==> src/rtl/rv_fetch_aligner_if.sv <==
// rv_fetch_aligner_if: fetch-word and instruction handshakes of the fetch aligner
interface rv_fetch_aligner_if;
    logic        fetch_valid;
    logic        fetch_ready;
    logic [31:0] fetch_addr;
    logic [31:0] fetch_data;
    logic        fetch_error;
    logic        inst_valid;
    logic        inst_ready;
    logic [31:0] inst;
    logic [31:0] inst_pc;
    logic        inst_fault;
    modport master (
        input  fetch_valid, fetch_addr, fetch_data, fetch_error, inst_ready,
        output fetch_ready, inst_valid, inst, inst_pc, inst_fault
    );
    modport slave (
        output fetch_valid, fetch_addr, fetch_data, fetch_error, inst_ready,
        input  fetch_ready, inst_valid, inst, inst_pc, inst_fault
    );
endinterface

==> src/rtl/rv_fetch_aligner.sv <==
// rv_fetch_aligner: halfword buffer turning aligned fetch words into 16/32-bit instructions
module rv_fetch_aligner #(
    parameter logic [31:0] RESET_PC = 32'h0000_0000
) (
    input  logic                 clock,
    input  logic                 reset_n,
    input  logic                 flush,
    input  logic [31:0]          flush_pc,
    rv_fetch_aligner_if.master   bus
);
    logic [15:0] hw [3];
    logic [15:0] hw_n [3];
    logic [2:0]  hf, hf_n;
    logic [1:0]  count, cnt_p, count_n;
    logic [31:0] head_pc;
    logic [29:0] exp_addr;
    logic        skip, is16, pop, stale, accept;

    assign is16           = hw[0][1:0] != 2'b11 || hf[0];
    assign bus.inst_valid = !flush && count != 2'd0 && (is16 || count[1]);
    assign bus.inst       = is16 ? {16'h0000, hw[0]} : {hw[1], hw[0]};
    assign bus.inst_pc    = head_pc;
    assign bus.inst_fault = hf[0] || (!is16 && hf[1]);
    assign stale          = bus.fetch_valid && bus.fetch_addr[31:2] != exp_addr;
    assign bus.fetch_ready = reset_n && !flush && (stale || !count[1]);
    assign pop            = bus.inst_valid && bus.inst_ready;
    assign accept         = bus.fetch_valid && !stale && bus.fetch_ready;
    assign cnt_p          = count - (pop ? (is16 ? 2'd1 : 2'd2) : 2'd0);
    assign count_n        = cnt_p + (accept ? (skip ? 2'd1 : 2'd2) : 2'd0);

    // pop shifts the buffer down, then the new word lands at the post-pop tail
    always_comb begin
        hw_n[0] = pop ? (is16 ? hw[1] : hw[2]) : hw[0];
        hw_n[1] = pop ? hw[2] : hw[1];
        hw_n[2] = hw[2];
        hf_n    = pop ? (is16 ? {hf[2], hf[2:1]} : {hf[2], hf[2], hf[2]}) : hf;
        if (accept) begin
            hw_n[cnt_p] = skip ? bus.fetch_data[31:16] : bus.fetch_data[15:0];
            hf_n[cnt_p] = bus.fetch_error;
            if (!skip) begin
                hw_n[cnt_p + 2'd1] = bus.fetch_data[31:16];
                hf_n[cnt_p + 2'd1] = bus.fetch_error;
            end
        end
    end

    always_ff @(posedge clock or negedge reset_n) begin
        if (!reset_n) begin
            count    <= 2'd0;
            head_pc  <= RESET_PC;
            exp_addr <= RESET_PC[31:2];
            skip     <= RESET_PC[1];
        end else if (flush) begin
            count    <= 2'd0;
            head_pc  <= {flush_pc[31:1], 1'b0};
            exp_addr <= flush_pc[31:2];
            skip     <= flush_pc[1];
        end else begin
            count   <= count_n;
            head_pc <= head_pc + (pop ? (is16 ? 32'd2 : 32'd4) : 32'd0);
            if (accept) begin
                exp_addr <= exp_addr + 30'd1;
                skip     <= 1'b0;
            end
        end
    end

    always_ff @(posedge clock) begin
        hw <= hw_n;
        hf <= hf_n;
    end
endmodule

==> src/flat_wrapper.sv <==
// flat-port wrapper written by rule: the top's interface ports become plain ports
module rv_fetch_aligner_flat 
#(
    parameter logic [31:0] RESET_PC = 32'h0000_0000
)
  (clock, reset_n, flush, flush_pc, bus_fetch_valid, bus_fetch_addr, bus_fetch_data, bus_fetch_error, bus_inst_ready, bus_fetch_ready, bus_inst_valid, bus_inst, bus_inst_pc, bus_inst_fault);
  rv_fetch_aligner_if bus_i ();
  input  logic clock;
  input  logic reset_n;
  input  logic flush;
  input  logic [31:0] flush_pc;
  input wire logic [$bits(bus_i.fetch_valid)-1:0] bus_fetch_valid;
  input wire logic [$bits(bus_i.fetch_addr)-1:0] bus_fetch_addr;
  input wire logic [$bits(bus_i.fetch_data)-1:0] bus_fetch_data;
  input wire logic [$bits(bus_i.fetch_error)-1:0] bus_fetch_error;
  input wire logic [$bits(bus_i.inst_ready)-1:0] bus_inst_ready;
  output wire logic [$bits(bus_i.fetch_ready)-1:0] bus_fetch_ready;
  output wire logic [$bits(bus_i.inst_valid)-1:0] bus_inst_valid;
  output wire logic [$bits(bus_i.inst)-1:0] bus_inst;
  output wire logic [$bits(bus_i.inst_pc)-1:0] bus_inst_pc;
  output wire logic [$bits(bus_i.inst_fault)-1:0] bus_inst_fault;
  assign bus_i.fetch_valid = bus_fetch_valid;
  assign bus_i.fetch_addr = bus_fetch_addr;
  assign bus_i.fetch_data = bus_fetch_data;
  assign bus_i.fetch_error = bus_fetch_error;
  assign bus_i.inst_ready = bus_inst_ready;
  assign bus_fetch_ready = bus_i.fetch_ready;
  assign bus_inst_valid = bus_i.inst_valid;
  assign bus_inst = bus_i.inst;
  assign bus_inst_pc = bus_i.inst_pc;
  assign bus_inst_fault = bus_i.inst_fault;
  rv_fetch_aligner #(.RESET_PC(RESET_PC)) u_core (.clock(clock), .reset_n(reset_n), .flush(flush), .flush_pc(flush_pc), .bus(bus_i));
endmodule
==> config.mk <==
export PLATFORM = sky130hd
export DESIGN_NAME = rv_fetch_aligner_flat
export DESIGN_NICKNAME = d
export VERILOG_FILES = /design/src/rtl/rv_fetch_aligner_if.sv /design/src/rtl/rv_fetch_aligner.sv /design/src/flat_wrapper.sv
export SDC_FILE = /design/constraint.sdc
export NUM_CORES = 1
export LEC_CHECK = 0
export ABC_AREA = 0
export ABC_CLOCK_PERIOD_IN_PS = 8350
export CORE_MARGIN = 1.5
export CORE_UTILIZATION = 44
export CTS_CLUSTER_SIZE = 8
export DETAILED_ROUTE_END_ITERATION = 8
export PLACE_DENSITY = 0.69
export SLEW_MARGIN = 20
export SYNTH_ARGS = -nofsm -noshare
export SYNTH_HDL_FRONTEND = slang
export SYNTH_SLANG_ARGS = --single-unit
==> constraint.sdc <==
create_clock -name clock -period 8.35 [get_ports clock]
set_input_delay 1.67 -clock clock [delete_from_list [all_inputs] [get_ports clock]]
set_output_delay 1.67 -clock clock [all_outputs]
set_load 0.005 [all_outputs]
# Word level (Yosys, flattened, before mapping)
# Index checks and enable logic that the tools add are counted.
# classes
addsub	5
n_lt_le_gt_ge	8
n_eq_ne	2
n_mux	35
bitwise	2
reduce_logical	23
# ops
op	count
bitwise mux 48 bit	2
two-way mux 16 bit	6
two-way mux 32 bit	3
two-way mux 48 bit	2
demux 16 bit (select 2 bit)	2
two-way mux 30 bit	2
adder 32 bit	1
adder 30 x 1 -> 30 bit, second input constant	1
!= test 30 bit	1
logical AND 1 bit	13
two-way mux 2 bit	6
two-way mux 3 bit	3
bitwise mux 3 bit	2
>= comparator 3 bit, second input constant	2
less-than comparator 2 x 3 -> 1 bit, second input constant	2
less-than comparator 3 x 1 -> 1 bit, second input constant	2
inverter 2 -> 3 bit	2
two-way mux 1 bit	5
demux 1 bit (select 2 bit)	2
>= comparator 2 x 1 -> 1 bit, second input constant	2
logical NOT 1 bit	4
logical OR 1 bit	4
nonzero test 2 bit	2
adder 2 x 1 -> 2 bit, second input constant	1
3 further kinds	3
# word_totals
register_bits	116
elab_cells	83

# Depth between registers and ports, before layout
# Gate-level depths: netlist (run 1).
# logic_depth
depth_word	16
depth_mapped	14

# Worst setup path after synthesis (run 1)
# OpenSTA, ideal clock, no wires.
# synth_path
kind	input port to output port
start	in bus_fetch_addr[11]
end	out bus_fetch_ready
arrival_time_ps	2919
required_time_ps	6680
setup_slack_ps	3761
path_stages	6
n_path_buf	0
path_cell_list	xnor2_1 -> nand4_1 -> or4_4 -> o21ai_0 -> nand2_1 -> and3_1
# synth_via
elab_chain_cells	4
# synth_rtl
element	line	source
from (decl)	flat_wrapper.sv:13	input wire logic [$bits(bus_i.fetch_addr)-1:0] bus_fetch_addr;
!= test 30 bit	rv_fetch_aligner.sv:24	assign stale = bus.fetch_valid && bus.fetch_addr[31:2] != exp_addr;
logical AND 1 bit	rv_fetch_aligner.sv:24	
logical OR 1 bit	rv_fetch_aligner.sv:25	assign bus.fetch_ready = reset_n && !flush && (stale || !count[1]);
logical AND 1 bit	rv_fetch_aligner.sv:25	
to (decl)	flat_wrapper.sv:17	output wire logic [$bits(bus_i.fetch_ready)-1:0] bus_fetch_ready;
# Every way passes these cells.

# Worst setup path after layout (run 1)
# layout_path
start	in bus_fetch_addr[25]
end	out bus_fetch_ready
# Same word-level chain as after synthesis.

==> impl_metrics.toml, run 1 <==
[clocking]
ctsHoldBuffers = 0
clk_path_buf_depth = 2
cts_made_buffers = 17
path_clk_slew_ns = 0.06
clk_latency_ns = 0.42
cts_tree = "built"
ctsResizeCount = 0
cts_max_level = 4
cts_setup_buffers = 0
cts-root-buf = "clkbuf_16"
clock_sinks = 115

[synth]
ys_warn_count = 0
synth_edf_count = 17
syn_area_um2 = 7660
syn_avg_cell_area_um2 = 8.66
async_flop_share_pct = 55.7
ys_types = 55
yosys.area.top_type_share_pct = 20.9
yosys_most_used_dff = "dfrtp_1"
yosysTopAreaCell = "dfrtp_1"
synth_nets = 993
ys_seq_area_share_pct = 36.4
syn_inst = 885
ys_ff_latch = 115
synth_area_leaders = "dfrtp_1, dfxtp_1, edfxtp_1"

[placed_design]
port_buffers = 164
place.gp.congestion = 0.901
placed_cell_area_um2 = 9350
pre_cts_slack_ns = 2.39
dp_hpwl_um = 17200

[timing]
rsz0062_at_grt = "false"
relSlewSlack_pct = 28.1
min_period_ns = 5.72
tightest_slew_ns = 1.06
layout_setup_ws_ns = 2.63
finClkSkew_ns = 0.00696
finalCritPeriodShare_pct = 68.5
setup_tns_ns = 0
slew_viol_final = 0
fmax_mhz = 175
holdWs_ns = 0.562
finalHoldViolCount = 0
setup-violations-final = 0

[route]
drc = 0
antenna_left = 0
first_iter_violations = 717
vias_per_cell = 5.98
num_vias = 7448
dr.pass1.iters = 5
wl_um = 24800
wl_per_cell_um = 19.9

[floorplanning]
initial_core_util_pct = 44.6
core_area_um2 = 17200
io_pins = 169
die_h_um = 135
die_x_um = 135
die-area_um2 = 18200
rows = 48

[finish]
diodes = 0
final_cell_area_um2 = 9980
final_cell_mix = "clkdlybuf4s50_1, o21ai_0, nand2_1, dfrtp_1, nand3_1"
area_growth_pct = 30.2
final_common_cell = "clkdlybuf4s50_1"
drive_above_1_share_pct = 11.0
nets = 1116
num-fill-cells = 1585

[grt]
grt_pass1_vias = 7068
grt_overflow = 0
antenna_found_initial = 0
track_usage_pct = 27.8
grt_max_degree = 67
grt_first_pass_wirelength_um = 38900

[pwr]
p_leak_nw = 3.91
power.density_nw_per_um2 = 168
ir_drop_mv = 0.148

[critical_path]
worst-setup-path-type = "primary input to output port"
required_ns = 6.68
startpoint_type = "primary input"
end_kind = "output port"
cp_max_fo = 5
cp_slowest_stage_delay_ns = 0.57
crit_chain = "clkdlybuf4s50_1 > xnor2_1 > nand4_1 > or4_4 > o21ai_0 > nand2_1 > and3_1 > clkdlybuf4s50_1"
critPathSlowestCell = "or4_4"
critPathMostFrequentCell = "clkdlybuf4s50_1"
worstPathArrival_ns = 4.05

[run_status]
status = "finished, final reports clean"

[run]
max-cap-violations = 0

[hold_path]
min_path_type = "flop to flop"
-- where the power goes --
group / switching (W) / internal, W
logic: 0.000110 / 0.000143
clock network: 0.000275 / 0.000490
registers: 0.0000511 / 0.000604
-- synth_stat cells (all sizes together) (2+ instances only) --
master	number
a21o	16
edfxtp	17
and3	7
o221a	16
clkbuf	47
inv	19
a2bb2oi	16
a21oi	22
o211ai	8
nor2	32
ha	5
o21ai	87
nand3	46
and4	2
o31a	2
a21boi	5
nand2b	4
o32ai	16
a211o	5
xnor2	33
mux2i	19
dfrtp	64
a31o	3
or4	8
xor2	33
nand2	83
o22ai	16
or3	23
nor4	20
o31ai	10
nand3b	2
o41ai	2
nand4	24
a31oi	3
dfxtp	34
and2	21
buf	28
mux2	36
nor3	40
-- registers in the layout (all words and copies together), names as in the netlist --
name,cells
u_core.hf,3
u_core.count,2
u_core.hw,48
u_core.bus.inst_pc,31
u_core.exp_addr,30
u_core.skip,1
-- final timing paths --
| path | from | endpoint | slack (ns) | cells past startpoint |
|---|---|---|---|---|
| hold reg to reg | u_core.exp_addr[18] | u_core.exp_addr[18] | 0.56 | 1 |
| setup reg to reg | u_core.hf[0] | u_core.hf[1] | 3.90 | 10 |
| setup / recovery | bus_fetch_addr[25] | bus_fetch_ready | 2.63 | 8 |
| max in group asynchronous | reset_n | u_core.bus.inst_pc[5] | 6.34 | 2 |
| hold / removal | u_core.exp_addr[18] | u_core.exp_addr[18] | 0.56 | 1 |
| min in group asynchronous | reset_n | u_core.exp_addr[10] | 1.45 | 2 |
-- logic make-up after synthesis --
logic type                 Yosys count  synth area share (%)
DFF                                115                  36.4
and+or+nand+nor                    317                  21.2
buffers and inverters               95                  5.68
adders and majority gates            6                  1.08
other                                1                0.0489
muxes                               55                  7.77
AOI/OAI and AO/OA                  230                  20.2
xor gates and xnor gates            66                  7.64
-- through the flow --
step	instances	power [W]	utilization (%)
3_5_place_dp	1214	0.000915	54.4
4_1_cts	1246	0.00168	58.1
5_1_grt	1246	0.00173	58.1
3_3_place_gp	1214	0.000912	54.4
6_report	1246	0.00167	58.1
2_1_floorplan	885	0.000780	-
-- critical path: cells and delay by family --
family | cells | cell delay, ns
xor gates and xnor gates | 1 | 0.31
AOI/OAI and AO/OA | 1 | 0.17
and+or+nand+nor | 4 | 0.98
buffers and inverters | 2 | 0.92
-- final cells by class --
cell class                 count  area (um2)  share of cell area (%)
timing repair buffer         179        1740                    17.5
clock buffer                  21         503                    5.04
inverter                      20        75.1                   0.752
sequential                   115        2790                    28.0
multi-input combinational    675        4460                    44.7
tap                          225         282                    2.82
clock inverter                11         121                    1.22
-- metal layers --
layer	track usage [%]	vias up	wire, um	share of wire, %
met2	46.2	356	11800	48
met3	4.99	44	1660	6.7
li1	-	3530	-	-
met1	36.0	3518	10700	43
met4	10.5	0	641	2.6
met5	0	-	0	0
No activity file was read; power rests on OpenSTA's default activity.
==> run 2, diff against run 1 <==
Settings changed: ABC_CLOCK_PERIOD_IN_PS 8350 to 5300.
Clock period 8.35 ns to 5.3 ns, I/O delays scaled along.
==> impl_metrics.toml, run 2 (synthesis results as in run 1) <==
[floorplanning]
initial_core_util_pct = 44.6
die-area_um2 = 18200
rows = 48
die_h_um = 135
core_area_um2 = 17200
die_x_um = 135
io_pins = 169

[critical_path]
crit_start = "bus_fetch_addr[11]"
critPathSlowestCell = "or4_4"
critPathMostFrequentCell = "clkdlybuf4s50_1"
required_ns = 4.24
r2r_start = "u_core.hf[0]"
worstSetupEndpoint = "bus_fetch_ready"
worst-setup-path-type = "primary input to output port"
regToRegSetupSlack_ns = 1.32
crit_chain = "clkdlybuf4s50_1 > xnor2_1 > nand4_1 > or4_4 > o21ai_0 > nand2_1 > and3_1 > clkdlybuf4s50_1"
cp_slowest_stage_delay_ns = 0.60
startpoint_type = "primary input"
end_kind = "output port"
worstPathArrival_ns = 3.42
r2r_cells = 10
r2r_end = "u_core.hf[1]"
cp_max_fo = 5

[finish]
nets = 1127
final_cell_mix = "clkdlybuf4s50_1, o21ai_0, nand2_1, dfrtp_1, nand3_1"
diodes = 0
final_util_pct = 58.3
num-fill-cells = 1576
final_common_cell = "clkdlybuf4s50_1"
area_growth_pct = 30.7
regMostFlops = "u_core.hw"
largest_reg_flops = 48
drive_above_1_share_pct = 11.7

[grt]
grt_max_degree = 66
antenna_found_initial = 0
grt_pass1_vias = 7229
grt_overflow = 0
grt_first_pass_wirelength_um = 39500
track_usage_pct = 28.0

[timing]
min_period_ns = 4.48
finalCritPeriodShare_pct = 84.6
finalHoldViolCount = 0
rsz0062_at_grt = "false"
slew_viol_final = 0
setup-violations-final = 0
finClkSkew_ns = 0.0106
fmax_mhz = 223
setup_tns_ns = 0
relSlewSlack_pct = 23.0
holdWs_ns = 0.567
tightest_slew_ns = 1.15

[route]
vias_per_cell = 6.11
drc = 0
num_vias = 7674
wl_per_cell_um = 20.0
dr.pass1.iters = 6
antenna_left = 0
first_iter_violations = 804
wl_um = 25200

[run]
max-cap-violations = 0

[clocking]
cts_setup_buffers = 0
cts-root-buf = "clkbuf_16"
cts_max_level = 4
clk_path_buf_depth = 2
ctsHoldBuffers = 0
clk_latency_ns = 0.42
cts_tree = "built"
path_clk_slew_ns = 0.06
ctsResizeCount = 0
clock_sinks = 115
cts_made_buffers = 17

[placed_design]
port_buffers = 164
dp_hpwl_um = 17500
place.gp.congestion = 0.944

[run_status]
status = "finished, final reports clean"

[pwr]
ir_drop_mv = 0.225
power.density_nw_per_um2 = 257
p_leak_nw = 3.94

[hold_path]
min_path_type = "flop to flop"
==> run 2: cell types whose count changed in the layout (fill, tap and decap cells not counted), sizes merged <==
| cell | delta |
|---|---|
| bufinv | -1 |
| clkinvlp | -1 |
| clkbuf | -2 |
| clkinv | +2 |
| buf | +11 |
| inv | +2 |
==> run 2: layout make-up <==
class	instances	area, um2	share of cell area (%)
Tap cell	225	282	2.81
Timing Repair Buffer	190	1830	18.2
Sequential cell	115	2790	27.9
Inverter	20	75.1	0.749
Multi-Input combinational cell	675	4450	44.5
Clock inverter	13	125	1.25
Clock buffer	19	464	4.63
==> run 2: layer usage <==
layer,track usage (%),share of wire [%],vias to the layer above
met5,0,0,-
met4,12.8,3.8,0
met3,5.93,8.1,76
met2,45.2,46,451
met1,36.1,42,3592
li1,-,-,3555
==> run 2: where the power goes <==
group / leakage (nW) / total, W / internal [W] / switching [W]
clock: 0.285 / 0.00114 / 0.000691 / 0.000449
sequential: 1.20 / 0.00103 / 0.000952 / 0.0000817
combinational: 2.46 / 0.000401 / 0.000227 / 0.000174
total: 3.94 / 0.00257 / 0.00187 / 0.000705
==> run 2: worst min-delay path by stage <==
stage	start	end	slack, ns	cells after the start
finish	u_core.exp_addr[18]	u_core.exp_addr[18]	0.57	1
global route	u_core.exp_addr[10]	u_core.exp_addr[10]	0.60	1
CTS	u_core.exp_addr[18]	u_core.exp_addr[18]	0.57	1
detailed placement	u_core.exp_addr[18]	u_core.exp_addr[18]	0.56	1
global placement	u_core.exp_addr[18]	u_core.exp_addr[18]	0.55	1
floorplan	u_core.exp_addr[18]	u_core.exp_addr[18]	0.51	1
==> run 2: worst max-delay path: cells and delay by family <==
| kind | cells | cell delay (ns) |
|---|---|---|
| buffers and inverters | 2 | 0.92 |
| AO/OA/AOI/OAI | 1 | 0.18 |
| AND/OR/NAND/NOR | 4 | 0.99 |
| XOR/XNOR | 1 | 0.28 |
==> run 2: per-stage QoR <==
stage / cells / power, W / setup slack (ns) / area, um2
after global placement: 1225 / 0.00144 / 0.777 / 9430
after global routing: 1257 / 0.00267 / 0.603 / 10000
after floorplan: 885 / 0.00123 / 1.66 / 7660
after detailed placement: 1225 / 0.00144 / 0.702 / 9430
final: 1257 / 0.00257 / 0.817 / 10000
after CTS: 1257 / 0.00258 / 0.832 / 10000
==> run 3, diff against run 2 <==
Settings changed: ABC_CLOCK_PERIOD_IN_PS 5300 to 3730, PLACE_DENSITY 0.69 to 0.72.
Clock period 5.3 ns to 3.73 ns, I/O delays scaled along.
==> impl_metrics.toml, run 3 (synthesis results as in run 1) <==
[run_status]
status = "finished, final reports clean"

[grt]
grt_pass1_vias = 7036
grt_overflow = 0
grt_max_degree = 65
grt_first_pass_wirelength_um = 39300
track_usage_pct = 28.1
antenna_found_initial = 0

[finish]
regMostFlops = "u_core.hw"
seq_area_um2 = 2790
final_util_pct = 59.4
final_common_cell = "clkdlybuf4s50_1"
area_growth_pct = 33.2
drive_above_1_share_pct = 13.4
nets = 1147
num-fill-cells = 1545
diodes = 0
largest_reg_flops = 48
final_cell_area_um2 = 10200
final_cell_mix = "clkdlybuf4s50_1, o21ai_0, nand2_1, dfrtp_1"
multi_input_area_um2 = 4460

[hold_path]
min_path_type = "flop to flop"
min_path_cells = 1
min_from = "u_core.exp_addr[28]"
worstHoldEndpoint = "u_core.exp_addr[28]"

[placed_design]
place.gp.congestion = 0.948
dp_hpwl_um = 18200
port_buffers = 164
placed_cell_area_um2 = 9580

[clocking]
cts_tree = "built"
cts_max_level = 4
ctsHoldBuffers = 0
clk_latency_ns = 0.43
cts-root-buf = "clkbuf_16"
path_clk_slew_ns = 0.06
clock_sinks = 115
cts_made_buffers = 17
clk_path_buf_depth = 2

[critical_path]
required_ns = 2.98
r2r_start = "u_core.exp_addr[23]"
worstPathArrival_ns = 2.85
startpoint_type = "primary input"
r2r_end = "u_core.hf[0]"
regToRegSetupSlack_ns = 0.71
cp_max_fo = 3
end_kind = "output port"
r2r_cells = 7
worst-setup-path-type = "primary input to output port"

[timing]
rsz0062_at_grt = "false"
holdWs_ns = 0.575
min_period_ns = 3.60
finalCritPeriodShare_pct = 96.4
relSlewSlack_pct = 44.6
tightest_slew_ns = 0.831
finClkSkew_ns = 0.00790
setup-violations-final = 0
fmax_mhz = 278
slew_viol_final = 0
finalHoldViolCount = 0

[floorplanning]
rows = 48
initial_core_util_pct = 44.6
io_pins = 169
die_x_um = 135
die_h_um = 135
die-area_um2 = 18200
core_area_um2 = 17200

[route]
drc = 0
num_vias = 7634
vias_per_cell = 5.98
antenna_left = 0
first_iter_violations = 893
wl_per_cell_um = 19.5
wl_um = 24900
dr.pass1.iters = 6

[pwr]
power.density_nw_per_um2 = 372
ir_drop_mv = 0.342
p_leak_nw = 4.05

[run]
max-cap-violations = 0
[run 3: cell count changes in the layout (fill, tap and decap cells not counted), moves of 2 or more]
cell and change:
bufinv_16 +2, clkinv_2 -2, buf_4 +20, inv_6 -2
[run 3: where the power goes]
group	internal, W	switching [W]
logic	0.000332	0.000251
clock network	0.00109	0.000645
registers	0.00135	0.000123
[run 3: cell type report]
cell class	instances	area share, %
clock buffer	18	4.41
clock inverter	14	1.74
inverter	20	0.735
multi-input combinational	675	43.6
sequential	115	27.4
tap	225	2.76
timing repair buffer	210	19.4
[run 3: repair_timing]
action                     4_1_cts  5_1_grt
resized for setup                1        1
buffers inserted                 0        0
setup endpoints to repair        1        1
pin swaps                        0        1
[run 3: how the worst max path moves through the flow]
stage / slack (ns) / from / cells past startpoint / endpoint
detailed placement: -0.07 / bus_fetch_addr[31] / 9 / bus_fetch_ready
floorplan: 0.40 / flush / 12 / u_core.bus.inst_pc[20]
CTS: 0.1 / bus_fetch_addr[31] / 9 / bus_fetch_ready
global route: 0.02 / bus_fetch_addr[31] / 9 / bus_fetch_ready
global placement: -0.09 / bus_fetch_addr[31] / 9 / bus_fetch_ready
finish: 0.13 / bus_fetch_addr[31] / 9 / bus_fetch_ready
[run 3: worst max-delay path: stages]
cell	delay, ns
clkdlybuf4s50_1	0.47
xnor2_1	0.13
buf_4	0.16
nand4_1	0.11
or4_4	0.57
o21ai_1	0.15
nand2_1	0.07
and3_1	0.19
dlygate4sd2_1	0.27
[run 3: metrics by stage]
| step | cells | setup slack, ns | total power, W | TNS (ns) |
|---|---|---|---|---|
| 4_1_cts | 1277 | 0.0971 | 0.00380 | 0 |
| 6_report | 1277 | 0.133 | 0.00380 | 0 |
| 3_5_place_dp | 1245 | -0.0668 | 0.00207 | -0.0668 |
| 2_1_floorplan | 885 | 0.402 | 0.00175 | 0 |
| 5_1_grt | 1277 | 0.0182 | 0.00393 | 0 |
| 3_3_place_gp | 1245 | -0.0872 | 0.00206 | -0.0872 |
[run 3: layer usage]
| layer | share of wire, % | global-route usage, % | wire length [um] |
|---|---|---|---|
| met1 | 43 | 37.9 | 10600 |
| met2 | 46 | 44.3 | 11500 |
| met3 | 8.2 | 6.42 | 2040 |
| met4 | 2.9 | 10.1 | 720 |
| met5 | 0 | 0 | 0 |
